### src/rtl/basket_controller.sv
// -----------------------------------------------------------------------------
// basket_controller
//
// Shopping-basket store for the sale terminal. Keeps an ordered list of
// (ProductID, Quantity) entries. Repeat purchases of a product merge into its
// existing entry, an entry can be cancelled by index (later entries shift down
// so the list never has holes), and the whole basket can be cleared.
//
// Optional feature macro: BASKET_TOTAL_EN
//   defined   : a price ROM (price(id) = 5*(id+1)) and a running TotalPrice
//               register, saturating at 4095.
//   undefined : TotalPrice is tied to 0.
//
// Ports
//   CLOCK_50         in   system clock
//   RESET_N          in   asynchronous active-low reset
//   Enable           in   one-cycle add pulse (ProductID/ProductQuantity)
//   ProductID        in   product to add
//   ProductQuantity  in   quantity to add
//   Cancel           in   one-cycle pulse, remove entry CancelIndex
//   CancelIndex      in   entry index to remove
//   Clear            in   one-cycle pulse, empty the basket
//   RdIndex          in   display read index
//   RdProductID      out  entry[RdIndex] ID (0 when RdValid=0)
//   RdQuantity       out  entry[RdIndex] quantity (0 when RdValid=0)
//   RdValid          out  RdIndex < BasketProductNum
//   BasketProductNum out  number of valid entries
//   Busy             out  FSM not idle
//   Full             out  basket holds MAX_ITEMS entries
//   Done             out  one-cycle pulse, operation completed
//   Err              out  one-cycle pulse, command rejected
//   Sat              out  pulse with Done when a merge clipped the quantity
//   TotalPrice       out  running basket total (0 without BASKET_TOTAL_EN)
// -----------------------------------------------------------------------------
module basket_controller #(
    parameter int MAX_ITEMS = 8,
    parameter int ID_W      = 4,
    parameter int QTY_W     = 4
) (
    input  logic             CLOCK_50,
    input  logic             RESET_N,
    input  logic             Enable,
    input  logic [ID_W-1:0]  ProductID,
    input  logic [QTY_W-1:0] ProductQuantity,
    input  logic             Cancel,
    input  logic [3:0]       CancelIndex,
    input  logic             Clear,
    input  logic [3:0]       RdIndex,
    output logic [ID_W-1:0]  RdProductID,
    output logic [QTY_W-1:0] RdQuantity,
    output logic             RdValid,
    output logic [3:0]       BasketProductNum,
    output logic             Busy,
    output logic             Full,
    output logic             Done,
    output logic             Err,
    output logic             Sat,
    output logic [11:0]      TotalPrice
);

    localparam logic [3:0]       MAX_CNT = 4'(MAX_ITEMS);
    localparam logic [QTY_W-1:0] QTY_MAX = '1;

    typedef enum logic [2:0] {
        S_IDLE    = 3'd0,
        S_SEARCH  = 3'd1,
        S_WRITE   = 3'd2,
        S_COMPACT = 3'd3,
        S_CLR     = 3'd4,
        S_DONE    = 3'd5
    } state_t;

    state_t state_q, state_d;

    // Control registers
    logic [3:0]       count_q, count_d;
    logic [3:0]       idx_q, idx_d;        // search index i / compaction index j
    logic [ID_W-1:0]  add_id_q, add_id_d;  // latched add ID, or the cancelled entry's ID
    logic [QTY_W-1:0] add_qty_q, add_qty_d;
    logic             merge_q, merge_d;
    logic             sat_q, sat_d;
    logic             err_q, err_d;

    // Read-only views of the entry registers
    logic [ID_W-1:0]  entry_id  [MAX_ITEMS];
    logic [QTY_W-1:0] entry_qty [MAX_ITEMS];

    // Entry selected by RdIndex, idx_q and CancelIndex
    logic [ID_W-1:0]  rd_id, sel_id, can_id;
    logic [QTY_W-1:0] rd_qty, sel_qty, can_qty;

    // Command decode
    logic                 cmd_clear, cmd_cancel, cmd_add;
    logic                 cancel_ok, add_ok, full_hit, is_full;
    logic [MAX_ITEMS-1:0] full_match;

    // Merge arithmetic
    logic [QTY_W:0]   merge_sum;
    logic [QTY_W-1:0] merged_qty;
    logic             cmp_last;

    // -------------------------------------------------------------------------
    // Entry selection muxes
    // -------------------------------------------------------------------------
    always_comb begin
        rd_id   = '0;
        rd_qty  = '0;
        sel_id  = '0;
        sel_qty = '0;
        can_id  = '0;
        can_qty = '0;
        for (int k = 0; k < MAX_ITEMS; k++) begin
            if (RdIndex == 4'(k)) begin
                rd_id  = entry_id[k];
                rd_qty = entry_qty[k];
            end
            if (idx_q == 4'(k)) begin
                sel_id  = entry_id[k];
                sel_qty = entry_qty[k];
            end
            if (CancelIndex == 4'(k)) begin
                can_id  = entry_id[k];
                can_qty = entry_qty[k];
            end
        end
    end

    assign is_full    = (count_q == MAX_CNT);
    assign cmd_clear  = Clear;
    assign cmd_cancel = !Clear && Cancel;
    assign cmd_add    = !Clear && !Cancel && Enable;
    assign cancel_ok  = (CancelIndex < count_q);
    assign full_hit   = |full_match;
    // A full basket still accepts an add that will merge, so the Full check
    // looks for the ID across all entries in parallel to reject at T+1.
    assign add_ok     = (ProductQuantity != '0) && (!is_full || full_hit);

    assign merge_sum  = {1'b0, sel_qty} + {1'b0, add_qty_q};
    assign merged_qty = merge_sum[QTY_W] ? QTY_MAX : merge_sum[QTY_W-1:0];
    assign cmp_last   = (idx_q == count_q - 4'd1);

    // -------------------------------------------------------------------------
    // Entry registers
    // -------------------------------------------------------------------------
    generate
        for (genvar gi = 0; gi < MAX_ITEMS; gi++) begin : g_entry
            localparam logic [3:0] IDX = 4'(gi);

            logic [ID_W-1:0]  ent_id_q, ent_id_d;
            logic [QTY_W-1:0] ent_qty_q, ent_qty_d;
            logic [ID_W-1:0]  nxt_id;
            logic [QTY_W-1:0] nxt_qty;

            // Neighbour that shifts down into this slot during compaction
            if (gi < MAX_ITEMS - 1) begin : g_nxt
                assign nxt_id  = entry_id[gi+1];
                assign nxt_qty = entry_qty[gi+1];
            end else begin : g_nxt_last
                assign nxt_id  = '0;
                assign nxt_qty = '0;
            end

            assign full_match[gi] = (IDX < count_q) && (ent_id_q == ProductID);
            assign entry_id[gi]   = ent_id_q;
            assign entry_qty[gi]  = ent_qty_q;

            always_comb begin
                ent_id_d  = ent_id_q;
                ent_qty_d = ent_qty_q;
                case (state_q)
                    S_WRITE: begin
                        if (merge_q && (idx_q == IDX)) begin
                            ent_qty_d = merged_qty;
                        end else if (!merge_q && (count_q == IDX)) begin
                            ent_id_d  = add_id_q;
                            ent_qty_d = add_qty_q;
                        end
                    end
                    S_COMPACT: begin
                        if (idx_q == IDX) begin
                            if (cmp_last) begin
                                ent_id_d  = '0;
                                ent_qty_d = '0;
                            end else begin
                                ent_id_d  = nxt_id;
                                ent_qty_d = nxt_qty;
                            end
                        end
                    end
                    S_CLR: begin
                        ent_id_d  = '0;
                        ent_qty_d = '0;
                    end
                    default: ;
                endcase
            end

            always_ff @(posedge CLOCK_50 or negedge RESET_N) begin
                if (!RESET_N) begin
                    ent_id_q  <= '0;
                    ent_qty_q <= '0;
                end else begin
                    ent_id_q  <= ent_id_d;
                    ent_qty_q <= ent_qty_d;
                end
            end
        end
    endgenerate

    // -------------------------------------------------------------------------
    // FSM: state register
    // -------------------------------------------------------------------------
    always_ff @(posedge CLOCK_50 or negedge RESET_N) begin
        if (!RESET_N) begin
            state_q <= S_IDLE;
        end else begin
            state_q <= state_d;
        end
    end

    // -------------------------------------------------------------------------
    // FSM: next-state logic
    // -------------------------------------------------------------------------
    always_comb begin
        state_d = state_q;
        case (state_q)
            S_IDLE: begin
                if (cmd_clear) begin
                    state_d = S_CLR;
                end else if (cmd_cancel) begin
                    state_d = cancel_ok ? S_COMPACT : S_IDLE;
                end else if (cmd_add) begin
                    state_d = add_ok ? S_SEARCH : S_IDLE;
                end
            end
            S_SEARCH: begin
                if (idx_q == count_q) begin
                    state_d = is_full ? S_IDLE : S_WRITE;
                end else if (sel_id == add_id_q) begin
                    state_d = S_WRITE;
                end
            end
            S_WRITE:   state_d = S_DONE;
            S_COMPACT: state_d = cmp_last ? S_DONE : S_COMPACT;
            S_CLR:     state_d = S_DONE;
            S_DONE:    state_d = S_IDLE;
            default:   state_d = S_IDLE;
        endcase
    end

    // -------------------------------------------------------------------------
    // FSM: outputs
    // -------------------------------------------------------------------------
    always_comb begin
        Busy = (state_q != S_IDLE);
        Done = (state_q == S_DONE);
        Sat  = (state_q == S_DONE) && sat_q;
    end

    assign Err              = err_q;
    assign Full             = is_full;
    assign BasketProductNum = count_q;
    assign RdValid          = (RdIndex < count_q);
    assign RdProductID      = RdValid ? rd_id  : '0;
    assign RdQuantity       = RdValid ? rd_qty : '0;

    // -------------------------------------------------------------------------
    // Control datapath
    // -------------------------------------------------------------------------
    always_comb begin
        count_d   = count_q;
        idx_d     = idx_q;
        add_id_d  = add_id_q;
        add_qty_d = add_qty_q;
        merge_d   = merge_q;
        sat_d     = sat_q;
        err_d     = 1'b0;
        case (state_q)
            S_IDLE: begin
                idx_d   = '0;
                merge_d = 1'b0;
                sat_d   = 1'b0;
                if (cmd_clear) begin
                    // nothing to latch
                end else if (cmd_cancel) begin
                    if (cancel_ok) begin
                        idx_d     = CancelIndex;
                        // Remember the removed entry so its value can leave the total
                        add_id_d  = can_id;
                        add_qty_d = can_qty;
                    end else begin
                        err_d = 1'b1;
                    end
                end else if (cmd_add) begin
                    if (add_ok) begin
                        add_id_d  = ProductID;
                        add_qty_d = ProductQuantity;
                    end else begin
                        err_d = 1'b1;
                    end
                end
            end
            S_SEARCH: begin
                if (idx_q == count_q) begin
                    merge_d = 1'b0;
                    err_d   = is_full;
                end else if (sel_id == add_id_q) begin
                    merge_d = 1'b1;
                end else begin
                    idx_d = idx_q + 4'd1;
                end
            end
            S_WRITE: begin
                if (merge_q) begin
                    sat_d = merge_sum[QTY_W];
                end else begin
                    count_d = count_q + 4'd1;
                end
            end
            S_COMPACT: begin
                if (cmp_last) begin
                    count_d = count_q - 4'd1;
                end else begin
                    idx_d = idx_q + 4'd1;
                end
            end
            S_CLR: begin
                count_d = '0;
            end
            default: ;
        endcase
    end

    always_ff @(posedge CLOCK_50 or negedge RESET_N) begin
        if (!RESET_N) begin
            count_q   <= '0;
            idx_q     <= '0;
            add_id_q  <= '0;
            add_qty_q <= '0;
            merge_q   <= 1'b0;
            sat_q     <= 1'b0;
            err_q     <= 1'b0;
        end else begin
            count_q   <= count_d;
            idx_q     <= idx_d;
            add_id_q  <= add_id_d;
            add_qty_q <= add_qty_d;
            merge_q   <= merge_d;
            sat_q     <= sat_d;
            err_q     <= err_d;
        end
    end

    // -------------------------------------------------------------------------
    // Running basket total
    // -------------------------------------------------------------------------
`ifdef BASKET_TOTAL_EN
    function automatic logic [7:0] price_of(input logic [ID_W-1:0] id);
        price_of = 8'(5 * (32'(id) + 32'd1));
    endfunction

    logic [11:0]      total_q, total_d;
    logic [QTY_W-1:0] delta_qty;
    logic [19:0]      term, up;

    // On a merge only the quantity actually added (after clipping) is priced
    assign delta_qty = merge_q ? (merged_qty - sel_qty) : add_qty_q;
    assign term      = 20'(delta_qty) * 20'(price_of(add_id_q));
    assign up        = 20'(total_q) + term;

    always_comb begin
        total_d = total_q;
        case (state_q)
            S_WRITE:   total_d = (up > 20'd4095) ? 12'hFFF : up[11:0];
            S_COMPACT: begin
                if (cmp_last) begin
                    total_d = (20'(total_q) > term) ? 12'(20'(total_q) - term) : 12'd0;
                end
            end
            S_CLR:     total_d = '0;
            default: ;
        endcase
    end

    always_ff @(posedge CLOCK_50 or negedge RESET_N) begin
        if (!RESET_N) begin
            total_q <= '0;
        end else begin
            total_q <= total_d;
        end
    end

    assign TotalPrice = total_q;
`else
    assign TotalPrice = '0;
`endif

endmodule

### config.mk
export PLATFORM = sky130hd
export DESIGN_NAME = basket_controller
export DESIGN_NICKNAME = d
export VERILOG_FILES = /design/src/rtl/basket_controller.sv
export SDC_FILE = /design/constraint.sdc
export NUM_CORES = 1
export LEC_CHECK = 0
export BUFFER_PORTS_ARGS = -buffer_cell sky130_fd_sc_hd__buf_2
export CAP_MARGIN = 20
export CORE_MARGIN = 5
export CORE_UTILIZATION = 56
export CTS_CLUSTER_DIAMETER = 50
export DETAILED_ROUTE_END_ITERATION = 8
export GPL_ROUTABILITY_DRIVEN = 0
export PLACE_DENSITY = 0.78
export SYNTH_ARGS = -nofsm -noshare
export SYNTH_HDL_FRONTEND = slang
export SYNTH_SLANG_ARGS = --single-unit
### constraint.sdc
create_clock -name CLOCK_50 -period 6.6 [get_ports CLOCK_50]
set_clock_uncertainty 0.15 [all_clocks]
set_input_delay 1.32 -clock CLOCK_50 [delete_from_list [all_inputs] [get_ports CLOCK_50]]
set_output_delay 1.32 -clock CLOCK_50 [all_outputs]
set_load 0.02 [all_outputs]
Word-level counts from Yosys, hierarchy flattened
Cells that the tools add are included.
{"block": "totals", "mem_count": 0, "ram_bits": 0, "register_bits": 86, "latch_bits": 0, "romBits": 0, "inputBits": 21}
{"block": "op_classes", "multipliers": 0, "reduce_logical": 71, "div_mod_pow": 0, "bitwise_logic": 1, "magnitude_cmp": 10, "shifts": 0, "n_eq_ne": 86, "n_mux": 168, "addsub": 4}
{"op": "$mux W4", "count": 128}
{"op": "$pmux W4 S3", "count": 18}
{"op": "$eq A4 B3 Y1 const B", "count": 16}
{"op": "$ne A2 B2 Y1 const B", "count": 30}
{"op": "$eq A4 B4 Y1", "count": 11}
{"op": "$reduce_and A4 Y1", "count": 9}
{"op": "$eq A4 B2 Y1 const B", "count": 8}
{"op": "$logic_and A1 B1 Y1", "count": 29}
{"op": "$ne A3 B3 Y1 const B", "count": 9}
{"op": "$reduce_and A3 Y1", "count": 9}
{"op": "$mux W3", "count": 6}
{"op": "$eq A4 B1 Y1 const B", "count": 4}
{"op": "$logic_not A4 Y1", "count": 4}
{"op": "$lt A3 B4 Y1 const A", "count": 4}
{"op": "$pmux W3 S4", "count": 1}
{"op": "$mux W1", "count": 10}
{"op": "$reduce_bool A3 Y1", "count": 3}
{"op": "$add A4 B1 Y4 const B", "count": 2}
{"op": "$lt A1 B4 Y1 const A", "count": 2}
{"op": "$lt A2 B4 Y1 const A", "count": 2}
{"op": "$lt A4 B4 Y1", "count": 2}
{"op": "$reduce_bool A2 Y1", "count": 4}
{"op": "$reduce_or A8 Y1", "count": 1}
{"op": "$eq A3 B2 Y1 const B", "count": 2}
{"op": "other kinds (17)", "count": 26}

Depth between registers and ports, before layout
{"block": "logic_depth", "ltp_word": 13, "mapped_depth": 21, "ltp_nobuf": 18}

Worst setup path after synthesis
OpenSTA, ideal clock, no wires.
{"block": "synth_timing", "kind": "input to output", "from": "input port RdIndex[0]", "to": "output port RdQuantity[2]", "arrival_time_ns": 2.748, "slack_ns": 2.382, "required_time_ns": 5.130, "path_stages": 6, "cell_sequence": "clkbuf_1 -> or3b_2 -> clkbuf_1 -> o22ai_1 -> a21oi_1 -> nor2_1"}
{"block": "synth_via", "elab_chain_cells": 10}
{"element": "from (decl)", "line": "48", "text": "input logic [3:0] RdIndex,"}
{"element": "$logic_not A4 Y1", "line": "113", "text": "if (RdIndex == 4'(k)) begin"}
{"element": "$mux W4 (8 in series)", "line": "113"}
{"element": "$mux W4 (*)", "line": "265", "text": "assign RdQuantity = RdValid ? rd_qty : '0;"}
{"element": "to (decl)", "line": "50", "text": "output logic [QTY_W-1:0] RdQuantity,"}
Every way passes the cells marked *; elsewhere a longest branch is shown, timed or not.

Worst setup path in the final report
{"block": "layout_timing", "from": "register idx_q[2]", "to": "register g_entry[4].ent_qty_q[3]"}
{"block": "layout_via", "elab_chain_cells": 13}
{"element": "from (decl)", "line": "77", "text": "logic [3:0] idx_q, idx_d;"}
{"element": "from (signal assigned)", "line": "345", "text": "idx_q <= idx_d;"}
{"element": "$logic_not A4 Y1", "line": "117", "text": "if (idx_q == 4'(k)) begin"}
{"element": "$mux W4 (8 in series)", "line": "117"}
{"element": "$add A4 B4 Y5", "line": "138", "text": "assign merge_sum = {1'b0, sel_qty} + {1'b0, add_qty_q};"}
{"element": "$mux W4", "line": "139", "text": "assign merged_qty = merge_sum[QTY_W] ? QTY_MAX : merge_sum[QTY_W-1:0];"}
{"element": "$mux W4", "line": "172", "text": "if (merge_q && (idx_q == IDX)) begin"}
{"element": "$pmux W4 S3", "line": "170", "text": "case (state_q)"}
{"element": "to (signal assigned)", "line": "204", "text": "ent_qty_q <= ent_qty_d;"}
{"element": "to (decl)", "line": "150", "text": "logic [QTY_W-1:0] ent_qty_q, ent_qty_d;"}
Parallel ways exist; a longest one is shown, timed or not. The select of a mux whose other input is x is not followed.
A chain may end at the register's enable or synchronous reset.

==> key figures <==
STA
  – RSZ-0062 raised after global routing: false
  – Max Freq: about 210 MHz
  – Worst slew pin tran: 1.18 ns
  – Rel. slew slack: between 20% and 30%
  – Setup TNS: 0 ns
  – Final-report max-slew violation count: 0
  – Final worst slack: ~1.9 ns
  – Part of the cycle the worst path needs: 70.8%
  – Fin. Hold Viols: 0
  – Crit path time final: between 4 and 5 ns
  – Hold Worst Slack: 0.387 ns
  – Final Setup Violations: 0

Yosys
  – Cells after synthesis: slightly above 900
  – Share of synthesized registers carrying an async set or reset: between 90% and 100%
  – Post-synth EDFFs: 0
  – YS warnings: 0
  – Most instantiated cells after synthesis: a21oi_1 (124), nor2_1 (99), nand2_1 (95)
  – Synth area leader: dfrtp_1
  – Synth Register Bits: 86
  – Mapped Area: 0.00745 mm^2
  – Ys flop type: dfrtp_1
  – Syn avg cell area: between 7 and 8 um^2
  – Sequential area share after synthesis: roughly 29%
  – Ranking of synthesized cells by area: dfrtp_1 (29%), a21oi_1 (8.3%), nor2_1 (5.0%)
  – Count leader, synth: a21oi_1
  – Synth top area share: roughly 29%
  – Yosys cell types: slightly below 80

Drt
  – Avg Vias per Cell: ~6.8
  – Routed WL: about 25000 um
  – Via count: 7457
  – DR WL/cell: 22.5 um
  – Detailed Routing Iterations Pass 1: 6
  – Remaining DRCs: 0
  – Antenna Nets Post-Route: 0
  – Iteration-0 DRC Markers: between 1k and 1.5k

CTS
  – Clock buffer count from CTS: 9
  – CTS Root Cell: clkbuf_16
  – CTS Hold Buffers Added: 0
  – Htree depth: 3
  – PostCTS Resize Cnt: 0
  – # clock sinks: 86
  – Clock Path Buffers: 2
  – CTS clock-pin slew for the worst setup and hold paths: 0.08 ns
  – # Post-CTS Setup Buffers: 0
  – Clk_lat worst skew: roughly 0.37 ns
  – CTS tree: built

Global route
  – Total Routing Usage GR: between 30% and 40%
  – Initial antenna violation count: 0
  – Pin count of the biggest net entering global routing: slightly below 60
  – Vias in the first global route: about 6.9k
  – Global-route wire length before repair: 38800 um
  – Gr ovfl total: 0

Worst setup path
  – Worst Path Max Fanout: 16
  – R2R cell count: 13
  – CP most frequent cell: a21o_1
  – Buf+Inv Stages, Crit Path: 0
  – Crit end category: register
  – CP Class: register to register
  – Slowest stage delay, CP: just under 0.8 ns
  – Slowest-stage cell, CP: dfrtp_1
  – Crit path cell chain: nor2b_1 -> nand2_1 -> or2_2 -> a31oi_1 -> nand3_1 -> ha_1 -> fa_1 -> a21o_1 -> a21o_1 -> nor2_1 -> o21ai_0 -> a22oi_1 -> a21oi_1
  – CP delay by family, top: simple AND/OR/NAND/NOR gates
  – Worst EP required: 6.68 ns
  – WP data arrival: about 4.8 ns
  – Startpoint types: register
  – CP Depth: 13

Die
  – Die Y: ~130 um
  – Floorplan row count: 42
  – DIE AREA: around 0.016 mm^2
  – Core Footprint: between 0.01 and 0.015 mm^2
  – Top-level port count: 51
  – Starting Density: a little under three fifths
  – Die X-Extent: roughly 130 um

Placed design
  – Port bufs: 38
  – DP Wirelength: around 17000 um
  – Setup WS pre-CTS: about 2 ns

Cells and area
  – Nets@finish: between 900 and 1k
  – Synth-to-Final Area Change: 5.34%
  – Fraction of layout cells with a size suffix above 1: 12.5%
  – Ant. Diodes: 0

Min path
  – Worst Hold Class: register to register
  – Hold Crit Depth: 2

Flow run
  – Max Cap Viol: 0

Outcome
  – Status: finished clean

Pwr
  – Pwr/cell area: about 560 mW/mm^2
  – Max rail drop VDD: 0.000296 V
  – Static leakage: around 0.0032 uW
## sequential cells by signal (all words and copies together) (netlist names)
register,count
g_entry.nxt_qty,28
add_id_q,4
add_qty_q,4
g_entry.ent_id_q,4
g_entry.ent_qty_q,4
g_entry.nxt_id,28
idx_q,4
Err,1
sat_q,1
BasketProductNum,4
state_q,3
merge_q,1
## cell families (layout without fill, tap and decap cells)
kind of cell	count (synthesis)	after routing	share of synthesized area, %
and+or+nand+nor	314	314	19.8
AOI/OAI and AO/OA	331	331	28.4
muxes	48	48	8.21
DFF	86	86	28.9
xor gates and xnor gates	43	43	5.05
adders and majority gates	20	20	3.46
buffers and inverters	91	74	6.09
other	1	12	0.0503
## worst paths after layout
| kind | start | to | slack [ns] |
|---|---|---|---|
| min in group asynchronous | RESET_N | g_entry[6].nxt_id[1]$_DFFE_PN0P_ | 0.79 |
| max in group asynchronous | RESET_N | idx_q[0]$_DFFE_PN0P_ | 4.49 |
| hold / removal | sat_q$_DFFE_PN0P_ | sat_q$_DFFE_PN0P_ | 0.39 |
| setup / recovery | idx_q[2]$_DFFE_PN0P_ | g_entry[3].nxt_qty[3]$_DFFE_PN0P_ | 1.92 |
| hold reg to reg | sat_q$_DFFE_PN0P_ | sat_q$_DFFE_PN0P_ | 0.39 |
| setup reg to reg | idx_q[2]$_DFFE_PN0P_ | g_entry[3].nxt_qty[3]$_DFFE_PN0P_ | 1.92 |
## placed cells by master, fill, tap and decap left out, types with 7 or more instances in the layout
cell	synthesis	layout
a21oi_1	124	124
a31oi_1	16	16
mux2_2	7	7
conb_1	1	12
nor2b_1	12	12
nand2b_1	10	10
a221oi_1	7	7
nor2_2	8	9
mux4_2	9	9
nand2_1	95	95
nand3_1	24	24
and3_1	10	10
inv_1	9	9
buf_2	15	37
nor2_1	99	97
clkbuf_16	0	9
xnor2_1	20	20
a22oi_1	40	40
dfrtp_1	86	86
buf_4	19	9
o21ai_0	46	46
a21o_1	9	9
mux2_1	8	8
ha_1	19	19
o21ai_1	17	17
nor3_1	19	19
o22ai_1	11	11
xor2_1	23	23
mux2i_1	24	24
## cell type report
cell class	count	area, um^2
inverter	12	45.0
clock buffer	9	225
multi-input combinational	768	4900
tap	176	220
timing repair buffer	46	253
fill	1195	5290
sequential	86	2150
clock inverter	7	57.6
## through the flow
| step | total power, uW | instance area [um^2] | util, % | cells |
|---|---|---|---|---|
| 2_1_floorplan | 3100 | 7490 | - | 945 |
| 3_3_place_gp | 3730 | 7570 | 57.6 | 1088 |
| 3_5_place_dp | 3800 | 7570 | 57.6 | 1088 |
| 4_1_cts | 4310 | 7850 | 59.8 | 1104 |
| 5_1_grt | 4700 | 7850 | 59.8 | 1104 |
| 6_report | 4410 | 7850 | 59.8 | 1104 |
## worst min-delay path, stage by stage (launching register included)
cell and delay (ns):
dfrtp_1 0.38, nand2_1 0.05, o21ai_0 0.06
## per-layer routing
metal	vias to the layer above	track usage [%]	share of wire (%)
li1	3367	-	-
met1	3453	42.3	39
met2	530	46.7	44
met3	107	7.80	12
met4	0	15.9	4.9
met5	-	0	0
## power breakdown
| part | leakage, uW | switching (uW) | internal, uW | total (uW) |
|---|---|---|---|---|
| Clock | 0.000141 | 245 | 261 | 506 |
| Combinational | 0.00205 | 1560 | 975 | 2530 |
| Sequential | 0.00104 | 589 | 788 | 1380 |
| Total | 0.00323 | 2390 | 2020 | 4410 |
Power figures use the tool's default switching activity.
